### src/rtl/crop_window_ctrl.sv
`default_nettype none
// ============================================================================
// Module      : crop_window_ctrl
// Description : Crop window controller. It accepts a window request, checks
//               and clamps it against the active frame, and applies it at the
//               next frame sync so the window never changes mid-frame.
//               Optional macro CROP_PAN_EN adds per-frame pan of the window.
// Revision    : 1.0 - initial release
// ============================================================================
module crop_window_ctrl #(
  parameter int H_DISP = 1920,
  parameter int V_DISP = 1080,
  parameter int X_W    = 11,
  parameter int Y_W    = 11
) (
  input  logic              clk,
  input  logic              rst,
  input  logic              vs_i,
`ifdef CROP_PAN_EN
  input  logic              pan_en,
  input  logic signed [3:0] pan_dx,
  input  logic signed [3:0] pan_dy,
`endif
  input  logic              cfg_valid,
  output logic              cfg_ready,
  input  logic [X_W-1:0]    cfg_x,
  input  logic [Y_W-1:0]    cfg_y,
  input  logic [11:0]       cfg_w,
  input  logic [11:0]       cfg_h,
  output logic [X_W-1:0]    start_x,
  output logic [Y_W-1:0]    start_y,
  output logic [X_W-1:0]    end_x,
  output logic [Y_W-1:0]    end_y,
  output logic              apply_pulse,
  output logic              cfg_err,
  output logic              clamp_flag
);

  // End sums are at least 13 bits wide so start + width can never wrap.
  localparam int SXW = ((X_W > 12) ? X_W : 12) + 1;
  localparam int SYW = ((Y_W > 12) ? Y_W : 12) + 1;
  localparam logic [SXW-1:0] H_LIM = SXW'(H_DISP);
  localparam logic [SYW-1:0] V_LIM = SYW'(V_DISP);

  localparam logic [1:0] ST_IDLE    = 2'd0;
  localparam logic [1:0] ST_CHECK   = 2'd1;
  localparam logic [1:0] ST_PENDING = 2'd2;
  localparam logic [1:0] ST_APPLY   = 2'd3;

  logic [1:0]     state;
  logic [1:0]     next_state;
  logic           vs_d;
  logic           vs_rise;
  logic [X_W-1:0] req_x;
  logic [Y_W-1:0] req_y;
  logic [11:0]    req_w;
  logic [11:0]    req_h;
  logic [X_W-1:0] shadow_end_x;
  logic [Y_W-1:0] shadow_end_y;
  logic [SXW-1:0] sum_x;
  logic [SYW-1:0] sum_y;
  logic [SXW-1:0] lim_x;
  logic [SYW-1:0] lim_y;
  logic           over_x;
  logic           over_y;
  logic           reject;
  logic           pan_pulse;
  logic           unused_sum_bits;

  assign vs_rise = vs_i & ~vs_d;
  assign sum_x   = SXW'(req_x) + SXW'(req_w);
  assign sum_y   = SYW'(req_y) + SYW'(req_h);
  assign over_x  = (sum_x > H_LIM);
  assign over_y  = (sum_y > V_LIM);
  assign lim_x   = over_x ? H_LIM : sum_x;
  assign lim_y   = over_y ? V_LIM : sum_y;
  assign reject  = (req_w == 12'd0) || (req_h == 12'd0) ||
                   (SXW'(req_x) >= H_LIM) || (SYW'(req_y) >= V_LIM);
  assign unused_sum_bits = ^{lim_x[SXW-1:X_W], lim_y[SYW-1:Y_W]};

  // State register.
  always_ff @(posedge clk or posedge rst) begin
    if (rst) state <= ST_IDLE;
    else     state <= next_state;
  end

  // Next-state logic: a request in CHECK always waits for a later frame sync.
  always_comb begin
    next_state = state;
    case (state)
      ST_IDLE:    if (cfg_valid) next_state = ST_CHECK;
      ST_CHECK:   next_state = reject ? ST_IDLE : ST_PENDING;
      ST_PENDING: if (vs_rise) next_state = ST_APPLY;
      ST_APPLY:   next_state = ST_IDLE;
      default:    next_state = ST_IDLE;
    endcase
  end

  // Output decode from state (plus the pan strobe when panning is built in).
  always_comb begin
    cfg_ready   = (state == ST_IDLE);
    apply_pulse = (state == ST_APPLY) | pan_pulse;
  end

  // Frame sync edge detector; a long vs_i high produces one edge.
  always_ff @(posedge clk or posedge rst) begin
    if (rst) vs_d <= 1'b0;
    else     vs_d <= vs_i;
  end

  // Capture request fields on the handshake.
  always_ff @(posedge clk or posedge rst) begin
    if (rst) begin
      req_x <= '0;
      req_y <= '0;
      req_w <= '0;
      req_h <= '0;
    end else if (cfg_valid && cfg_ready) begin
      req_x <= cfg_x;
      req_y <= cfg_y;
      req_w <= cfg_w;
      req_h <= cfg_h;
    end
  end

  // Validate and clamp the request; strobes are registered one-cycle pulses.
  always_ff @(posedge clk or posedge rst) begin
    if (rst) begin
      cfg_err      <= 1'b0;
      clamp_flag   <= 1'b0;
      shadow_end_x <= X_W'(H_DISP);
      shadow_end_y <= Y_W'(V_DISP);
    end else begin
      cfg_err    <= 1'b0;
      clamp_flag <= 1'b0;
      if (state == ST_CHECK) begin
        if (reject) begin
          cfg_err <= 1'b1;
        end else begin
          shadow_end_x <= lim_x[X_W-1:0];
          shadow_end_y <= lim_y[Y_W-1:0];
          clamp_flag   <= over_x | over_y;
        end
      end
    end
  end

`ifdef CROP_PAN_EN
  localparam int PXW = X_W + 2;
  localparam int PYW = Y_W + 2;

  logic                  pan_go;
  logic [X_W-1:0]        win_w;
  logic [Y_W-1:0]        win_h;
  logic signed [PXW-1:0] pan_raw_x;
  logic signed [PXW-1:0] pan_max_x;
  logic signed [PYW-1:0] pan_raw_y;
  logic signed [PYW-1:0] pan_max_y;
  logic [X_W-1:0]        pan_sx;
  logic [Y_W-1:0]        pan_sy;
  logic                  unused_pan_bits;

  assign pan_go = (state == ST_IDLE) && vs_rise && pan_en;
  assign unused_pan_bits = ^{pan_raw_x[PXW-2:X_W], pan_max_x[PXW-1:X_W],
                             pan_raw_y[PYW-2:Y_W], pan_max_y[PYW-1:Y_W]};

  // Shifted start, clamped so the window keeps its size inside the frame.
  always_comb begin
    win_w     = end_x - start_x;
    win_h     = end_y - start_y;
    pan_raw_x = $signed({2'b00, start_x}) + PXW'(pan_dx);
    pan_max_x = PXW'(H_DISP) - $signed({2'b00, win_w});
    pan_raw_y = $signed({2'b00, start_y}) + PYW'(pan_dy);
    pan_max_y = PYW'(V_DISP) - $signed({2'b00, win_h});
    if (pan_raw_x[PXW-1])           pan_sx = '0;
    else if (pan_raw_x > pan_max_x) pan_sx = pan_max_x[X_W-1:0];
    else                            pan_sx = pan_raw_x[X_W-1:0];
    if (pan_raw_y[PYW-1])           pan_sy = '0;
    else if (pan_raw_y > pan_max_y) pan_sy = pan_max_y[Y_W-1:0];
    else                            pan_sy = pan_raw_y[Y_W-1:0];
  end

  // Pan strobe accompanies the window update it caused.
  always_ff @(posedge clk or posedge rst) begin
    if (rst) pan_pulse <= 1'b0;
    else     pan_pulse <= pan_go;
  end
`else
  assign pan_pulse = 1'b0;
`endif

  // Window outputs move only at a frame sync (request apply or pan step).
  always_ff @(posedge clk or posedge rst) begin
    if (rst) begin
      start_x <= '0;
      start_y <= '0;
      end_x   <= X_W'(H_DISP);
      end_y   <= Y_W'(V_DISP);
    end else if ((state == ST_PENDING) && vs_rise) begin
      start_x <= req_x;
      start_y <= req_y;
      end_x   <= shadow_end_x;
      end_y   <= shadow_end_y;
    end
`ifdef CROP_PAN_EN
    else if (pan_go) begin
      start_x <= pan_sx;
      start_y <= pan_sy;
      end_x   <= pan_sx + win_w;
      end_y   <= pan_sy + win_h;
    end
`endif
  end

endmodule
`default_nettype wire
### config.mk
export PLATFORM = sky130hd
export DESIGN_NAME = crop_window_ctrl
export DESIGN_NICKNAME = d
export VERILOG_FILES = /design/src/rtl/crop_window_ctrl.sv
export SDC_FILE = /design/constraint.sdc
export NUM_CORES = 1
export LEC_CHECK = 0
export ABC_AREA = 0
export BUFFER_PORTS_ARGS = -buffer_cell sky130_fd_sc_hd__buf_2
export CORE_MARGIN = 3
export CORE_UTILIZATION = 51
export DETAILED_ROUTE_END_ITERATION = 16
export GPL_ROUTABILITY_DRIVEN = 0
export PLACE_DENSITY = 0.76
export SYNTH_ARGS = -nofsm -noshare
export SYNTH_HDL_FRONTEND = slang
export SYNTH_SLANG_ARGS = --single-unit
### constraint.sdc
create_clock -name clk -period 3.35 [get_ports clk]
set_input_delay 0.5025 -clock clk [delete_from_list [all_inputs] [get_ports clk]]
set_output_delay 0.5025 -clock clk [all_outputs]
set_load 0.005 [all_outputs]
Word-level counts from Yosys, hierarchy flattened
Cells that the tools add are included.
Storage, ports and cells
  flip-flop bits (word level): 117
Cells by class
  equality and inequality tests: 5
  add/sub/neg operators: 2
  $lt $le $gt $ge: 4
  muxes and demuxes: 10
  reductions and logical operators: 10
  bitwise operators: 4
Operators with widths (count)
  11-bit by 12-bit adder with 13-bit output: 2
  13-bit by 11-bit greater-than comparator with 1-bit output (second input constant): 2
  12-bit logical NOT: 2
  11-bit >= comparator (second input constant): 2
  11-bit 2-to-1 mux: 2
  2-bit case mux with 4 select lines: 1
  2-bit 2-to-1 mux: 3
  2-bit equality test (second input constant): 2
  1-bit 2-to-1 mux: 4
  2-bit != test (second input constant): 2
  2-bit AND reduction: 2
  1-bit logical OR: 3
  2-bit by 1-bit equality test with 1-bit output (second input constant): 1
  1-bit logical AND: 2
  2-bit logical NOT: 1
  1-bit inverter: 2
  1-bit AND: 1
  1-bit bitwise OR: 1

Depth between registers and ports, before layout
Gate-level depths: netlist (run 1).
  depth after elaboration: 6
  gate-level depth with buffers: 11

Least setup slack after synthesis (run 1)
OpenSTA, ideal clock, no wires.
  path type: register -> register
  start point: reg req_x[0]
  end point: reg shadow_end_x[4]
  setup slack: 0.837 ns
  arrival time: 2.402 ns
  clock period less this slack: 2.513 ns
  path buffers: 0
  stages on the path, launching flop included: 10
  cell sequence: dfrtp_1 > ha_1 > fa_1 > a211oi_2 > or4b_1 > o211ai_1 > nor4_1 > nor4b_2 > or2_1 > o41ai_1
Between the ends
  word-level cells in the longest chain between the ends: 5
Ends and longest elaborated chain
  from (decl): line 54  | logic [X_W-1:0] req_x;
  from (signal assigned): line 119  | req_x <= cfg_x;
  branches (longest 5 deep; another with 11-bit by 12-bit adder with 13-bit output)
  to (signal assigned): line 131  | shadow_end_x <= X_W'(H_DISP);
  to (signal assigned): line 140  | shadow_end_x <= lim_x[X_W-1:0];
  to (decl): line 58  | logic [X_W-1:0] shadow_end_x;
Several ways; the timed one is not identified.
A chain may end at the register's enable or synchronous reset.

Worst setup path after layout (run 1)
  start point: reg req_y[1]
  end point: reg shadow_end_y[2]
Between the ends
  word-level cells in the longest chain between the ends: 4
Ends and longest elaborated chain
  from (decl): line 55  | logic [Y_W-1:0] req_y;
  from (signal assigned): line 120  | req_y <= cfg_y;
  branches (longest 4 deep; another with 11-bit by 12-bit adder with 13-bit output)
  to (signal assigned): line 132  | shadow_end_y <= Y_W'(V_DISP);
  to (signal assigned): line 141  | shadow_end_y <= lim_y[Y_W-1:0];
  to (decl): line 59  | logic [Y_W-1:0] shadow_end_y;
Several ways; the timed one is not identified.

==> results of run 1 <==
==> state kept, by name, indices dropped and copies added (netlist names), named ones only <==
signal,count
shadow_end_x,11
clamp_flag,1
start_y,11
cfg_err,1
vs_d,1
shadow_end_y,11
start_x,11
end_x,11
req_y,11
req_w,12
end_y,11
req_x,11
state,1
req_h,12
==> metal layers <==
layer	wire, um	up-vias	share of wire (%)	GRT usage, %
met4	196	0	1.6	8.03
met2	5660	111	46	31.4
met1	5740	1952	47	28.1
met5	0	-	0	0
met3	744	15	6.0	6.14
li1	-	1895	-	-
==> Yosys cell counts, types with 2 or more instances <==
library cell,count
nand2_1,14
inv_1,9
nor4b_1,3
a31oi_1,4
xor2_1,5
mux2_2,89
o21ai_1,2
a211o_1,2
dfrtp_1,101
or2_2,3
or3_1,2
o21a_1,2
nor3b_1,2
nor2b_1,5
nor3_1,4
a211oi_1,4
buf_1,2
nand4_1,2
nor4_1,9
ha_1,22
a31o_1,2
a21oi_1,15
a32oi_1,2
nand3_1,9
and3_1,3
a21o_1,7
a22o_1,10
o211a_1,2
xnor2_1,5
o21ai_0,14
and2_1,6
clkbuf_1,10
o211ai_1,2
nor2_1,23
fa_1,2
nand2b_1,2
dfstp_2,16
buf_2,6
a211oi_2,3
==> power by group through the flow <==
stage / clock [W] / sequential (W) / combinational, W
after floorplan: 0 / 0.00248 / 0.00298
after global placement: 0 / 0.00256 / 0.00378
after detailed placement: 0 / 0.00260 / 0.00388
after CTS: 0.00178 / 0.00259 / 0.00393
after global routing: 0.00185 / 0.00269 / 0.00437
final: 0.00175 / 0.00259 / 0.00394
==> worst max-delay path, cell delays in order, from the launching register on <==
cell      delay [ns]
dfrtp_1         0.40
ha_1            0.31
a211o_1         0.37
a211oi_2        0.24
nor3_1          0.08
o31ai_1         0.24
mux2_2          0.39
a211oi_2        0.56
a31o_1          0.24
==> kinds of logic (layout without fill, tap and decap cells) <==
logic type / after synthesis / count (layout) / synth area share, %
mux: 90 / 90 / 17.9
xor+xnor: 10 / 10 / 1.55
compound gates: 88 / 88 / 11.5
buf+inv: 29 / 147 / 2.14
fa+ha+maj: 24 / 24 / 5.57
simple gates: 95 / 95 / 9.30
flops: 117 / 117 / 52.1
==> worst max-delay path by stage <==
stage / startpoint / to / slack [ns] / depth (start not counted)
floorplan: req_x[0] / shadow_end_x[4] / 0.84 / 9
global placement: req_y[1] / shadow_end_y[7] / 0.63 / 8
detailed placement: req_y[1] / shadow_end_y[7] / 0.52 / 8
CTS: req_y[1] / shadow_end_y[2] / 0.47 / 8
global route: req_y[0] / shadow_end_y[2] / 0.25 / 10
finish: req_y[1] / shadow_end_y[2] / 0.46 / 8
==> per-stage QoR <==
step / hold WS (ns) / instance area (sq um) / utilization (%) / power [W] / worst slack [ns]
2_1_floorplan: 0.432 / 5670 / - / 0.00546 / 0.837
3_3_place_gp: 0.446 / 6310 / 59.8 / 0.00635 / 0.632
3_5_place_dp: 0.447 / 6310 / 59.8 / 0.00648 / 0.520
4_1_cts: 0.0988 / 6910 / 65.4 / 0.00830 / 0.473
5_1_grt: 0.101 / 6910 / 65.4 / 0.00891 / 0.247
6_report: 0.116 / 6910 / 65.4 / 0.00829 / 0.458
==> final cells by class <==
| cell class | count | area share, % |
|---|---|---|
| multi-input cells | 307 | 37.6 |
| repair buffers | 106 | 8.22 |
| well taps | 136 | 2.46 |
| clock buffers | 20 | 6.59 |
| inverters | 9 | 0.543 |
| clock inverters | 12 | 1.85 |
| flip-flops and latches | 117 | 42.7 |
==> cell usage in the layout, fill, tap and decap left out, drive strengths merged, types with 4 or more instances in the layout <==
cell type / count
a21o: 7
a22o: 10
nor2b: 5
mux2: 89
clkbuf: 20
dfrtp: 101
nand2: 14
or2: 4
nor3: 5
ha: 22
dfstp: 16
buf: 105
xnor2: 5
clkinv: 5
o21ai: 16
a31oi: 4
clkinvlp: 5
inv: 9
a21oi: 15
nor4b: 4
a211oi: 7
xor2: 5
and2: 6
nand3: 9
nor4: 9
nor2: 23
==> repair_timing <==
action | 4_1_cts | 5_1_grt
setup endpoints to repair | 0 | 0
hold buffers | 1 | 0
endpoints found under the hold margin | 13 | 0
==> impl_metrics.tcl, run 1 <==
set metrics [dict create \
    status "finished clean" \
    drive_above_1_share_pct 45.4 \
    yosysSeqAreaShare_pct 52.1 \
    synth_cell_types 67 \
    ant_nets 0 \
    syn_inst 453 \
    p_comb_share_pct 47.6 \
    r2r_setup_slack_ns 0.46 \
    seq_area_sq_um 2950 \
    synth-seq-cells 117 \
    synthFlopType "dfrtp_1" \
    crit_fanout 11 \
    initialDrtViolationCount 237 \
    hold_start "vs_i" \
    first_pass_iters 4 \
    synth_area_sq_um 5660 \
    dieHeight_um 111 \
    nNetsFinal 632 \
    critPathCaptureType "register" \
    row_count 37 \
    synth_fp_nets 527 \
    routed_via_density 5.62 \
    synth.top_cell.area_share_pct 44.6 \
    p_int_w 0.00510 \
    ff2ff_path_depth 8 \
    critPathLaunchType "register" \
    synth-edff-count 0 \
    dp.cells 674 \
    min_path_cells 1 \
    post_drt_wl_per_cell_um 17.5 \
    grt_setup_unrepaired "no" \
    synth_area_leaders "dfrtp_1 45%, mux2_2 18%, dfstp_2 7.4%, ha_1 4.9%, a22o_1 1.5%" \
    hold_path_class "input pin to register" \
    root_buffer "clkbuf_8" \
    cts_sinks 117 \
    cts_tree "done" \
    clk_pin_slew_worst_paths_ns 0.06 \
    cts.path.max_buffers 2 \
    antenna_cells 0 \
    clock_skew_ns 0.00717 \
    die_w_um 111 \
    instances_no_fill 707 \
    ys_warn_count 0 \
    pwr-share-seq_pct 31.3 \
    cp_data_arrival_time_ns 3.35 \
    drv_cap 0 \
    maxSlewViolCount 0 \
    dieArea_sq_um 12400 \
    fmax_ghz 0.346 \
    htree_levels 4 \
    antenna_found_initial 0 \
    numCtsBuffers 17 \
    clkPwrFrac_pct 21.1 \
    grt_max_degree 50 \
    wirelength_um 12300 \
    finalSetupViolCount 0 \
    r2r-end "shadow_end_y[2]" \
    cts-resized-gates 0 \
    area_growth_pct 22.0 \
    ir_drop_mv 0.665 \
    syn_area_per_cell_sq_um 12.5 \
    holdPathEnd "vs_d" \
    post-cts-setup-buffers 0 \
    hpwl_um 8810 \
    ios 98 \
    slew_headroom_pct 54.0 \
    synth-async-reset-ratio_pct 100 \
    worst_slew_pin_slew_ns 0.689 \
    hold_violations 0 \
    leakage_nw 3.18 \
    finalCritPeriodShare_pct 86.3 \
    p_sw_w 0.00319 \
    grt_pass1_vias 4119 \
    finalCriticalPeriod_ns 2.89 \
    yosysTopAreaCell "dfrtp_1" \
    n_fill_cell 809 \
    portBuffers 97 \
    path_class "register to register" \
    track_usage_pct 20.7 \
    switching_share_pct 38.5 \
    drcViolationCount 0 \
    vias 3973 \
    fin_tns_setup_ns 0 \
    grt_pass1_wl_um 20600 \
    grt-ovfl-total 0 \
    p_per_area_nw_per_um2 1200 \
    multi_input_comb_area_sq_um 2600 \
    start_util_pct 53.6 \
    r2r-start "req_y[1]" \
    core_sq_um 10600 \
    critPathRequiredTime_ns 3.80 \
    insertion_delay_ns 0.52 \
]
No activity file was read; power rests on OpenSTA's default activity.
==> inputs of run 2 (changes only) <==
==> constraint.sdc (replaced) <==
create_clock -name clk -period 3.35 [get_ports clk]
set_input_delay 0.1675 -clock clk [delete_from_list [all_inputs] [get_ports clk]]
set_output_delay 0.1675 -clock clk [all_outputs]
set_load 0.005 [all_outputs]
==> impl_metrics.tcl, run 2 (synthesis gave the netlist of run 1 again) <==
set metrics [dict create \
    slew_headroom_pct 47.6 \
    top_regs "req_h (12), req_w (12)" \
    path_class "register to register" \
    vias 4181 \
    die_w_um 111 \
    hold_violations 0 \
    pwr-share-seq_pct 31.1 \
    critPathCaptureType "register" \
    post_drt_wl_per_cell_um 17.5 \
    finalSetupViolCount 0 \
    antenna_cells 0 \
    fmax_ghz 0.328 \
    p_comb_share_pct 47.8 \
    ant_nets 0 \
    status "finished clean" \
    grt-ovfl-total 0 \
    p_per_area_nw_per_um2 1140 \
    dieHeight_um 111 \
    cts_sinks 117 \
    htree_levels 4 \
    clk_pin_slew_worst_paths_ns 0.06 \
    whs_ns 0.140 \
    clock_skew_ns 0.0101 \
    drcViolationCount 0 \
    leakage_nw 3.37 \
    wirelength_um 13100 \
    first_pass_iters 4 \
    path_buf_inv 1 \
    drive_above_1_share_pct 41.3 \
    instances_no_fill 751 \
    switching_share_pct 38.5 \
    cts_tree "done" \
    root_buffer "clkbuf_8" \
    fin_tns_setup_ns 0 \
    antenna_found_initial 0 \
    worst_slew_pin_slew_ns 0.784 \
    p_int_w 0.00514 \
    grt_pass1_vias 4282 \
    dieArea_sq_um 12400 \
    crit_slowest_cell "a211oi_2" \
    dp.cells 671 \
    hpwl_um 8590 \
    cts.path.max_buffers 2 \
    routed_via_density 5.57 \
    grt_pass1_wl_um 21800 \
    grt_setup_unrepaired "no" \
    ir_drop_mv 0.580 \
    start_util_pct 53.6 \
    crit_fanout 11 \
    setup_ws_ns 0.297 \
    area_growth_pct 29.8 \
    portBuffers 97 \
    initialDrtViolationCount 240 \
    ios 98 \
    maxSlewViolCount 0 \
    crit_family "compound AO/OA/AOI/OAI gates" \
    p_sw_w 0.00322 \
    critPathLaunchType "register" \
    core_sq_um 10600 \
    pre_cts_ws_ns 0.423 \
    nNetsFinal 676 \
    finalCriticalPeriod_ns 3.05 \
    critPathRequiredTime_ns 3.76 \
    final_common_cell "dfrtp_1" \
    finalCritPeriodShare_pct 91.1 \
    path_cells "ha_1 -> inv_1 -> fa_1 -> nor2b_1 -> o31a_1 -> nor4b_1 -> a211oi_1 -> nand4b_1 -> a211oi_2 -> a31oi_1" \
    numCtsBuffers 17 \
    clkPwrFrac_pct 21.1 \
    track_usage_pct 22.0 \
    layout.cells.most_common_list "101 x dfrtp_1, 97 x buf_2, 89 x mux2_2" \
    drv_cap 0 \
    insertion_delay_ns 0.52 \
    cp_data_arrival_time_ns 3.46 \
    hold_path_class "input pin to async pin" \
    row_count 37 \
    max_stage_delay_ns 0.72 \
    grt_max_degree 105 \
]
[run 2: cell type report]
class / instances / area (sq um)
fill: 727 / 3210
sequential: 117 / 2950
multi-input combinational: 307 / 2600
timing repair buffer: 150 / 1020
clock buffer: 23 / 477
tap: 136 / 170
clock inverter: 9 / 100
inverter: 9 / 36.3
[run 2: worst paths after layout]
kind                                      start         endpoint  slack [ns]  cells past startpoint
worst min register to register  shadow_end_x[7]  shadow_end_x[7]        0.47                      2
worst min-delay path                        rst       start_y[9]        0.14                      3
max in group asynchronous                   rst        end_x[10]        2.42                      4
min in group clk                           vs_i             vs_d        0.31                      2
worst max-delay path                   req_h[0]  shadow_end_y[3]        0.30                     10
worst max register to register         req_h[0]  shadow_end_y[3]        0.30                     10
[run 2: metal layers]
metal / global-route usage, % / vias up / wire [um]
met5: 0 / - / 0
li1: - / 1997 / -
met2: 35.0 / 108 / 6260
met3: 4.51 / 16 / 558
met4: 8.52 / 0 / 197
met1: 30.0 / 2060 / 6110
[run 2: tightest hold or removal path, cell delays in order]
cell	delay, ns
dlygate4sd3_1	0.54
buf_2	0.14
inv_4	0.16
[run 2: power groups by stage]
| stage | clock network, W | logic, W | registers, W |
|---|---|---|---|
| 3_3_place_gp | 0 | 0.00377 | 0.00256 |
| 3_5_place_dp | 0 | 0.00387 | 0.00261 |
| 5_1_grt | 0.00185 | 0.00442 | 0.00269 |
| 6_report | 0.00176 | 0.00400 | 0.00260 |
| 4_1_cts | 0.00179 | 0.00397 | 0.00259 |
| 2_1_floorplan | 0 | 0.00298 | 0.00248 |
[run 2: repair_timing]
item,in CTS,in global routing
buffers inserted,0,0
hold buffers,48,0
gates resized for setup,0,0
hold endpoints to repair,148,0
[run 2: stage by stage]
step	total power (W)	cell area (sq um)	utilization (%)
after floorplan	0.00546	5660	-
after global placement	0.00633	6290	59.6
after detailed placement	0.00648	6290	59.6
after CTS	0.00835	7350	69.6
after global routing	0.00897	7350	69.6
final	0.00836	7350	69.6
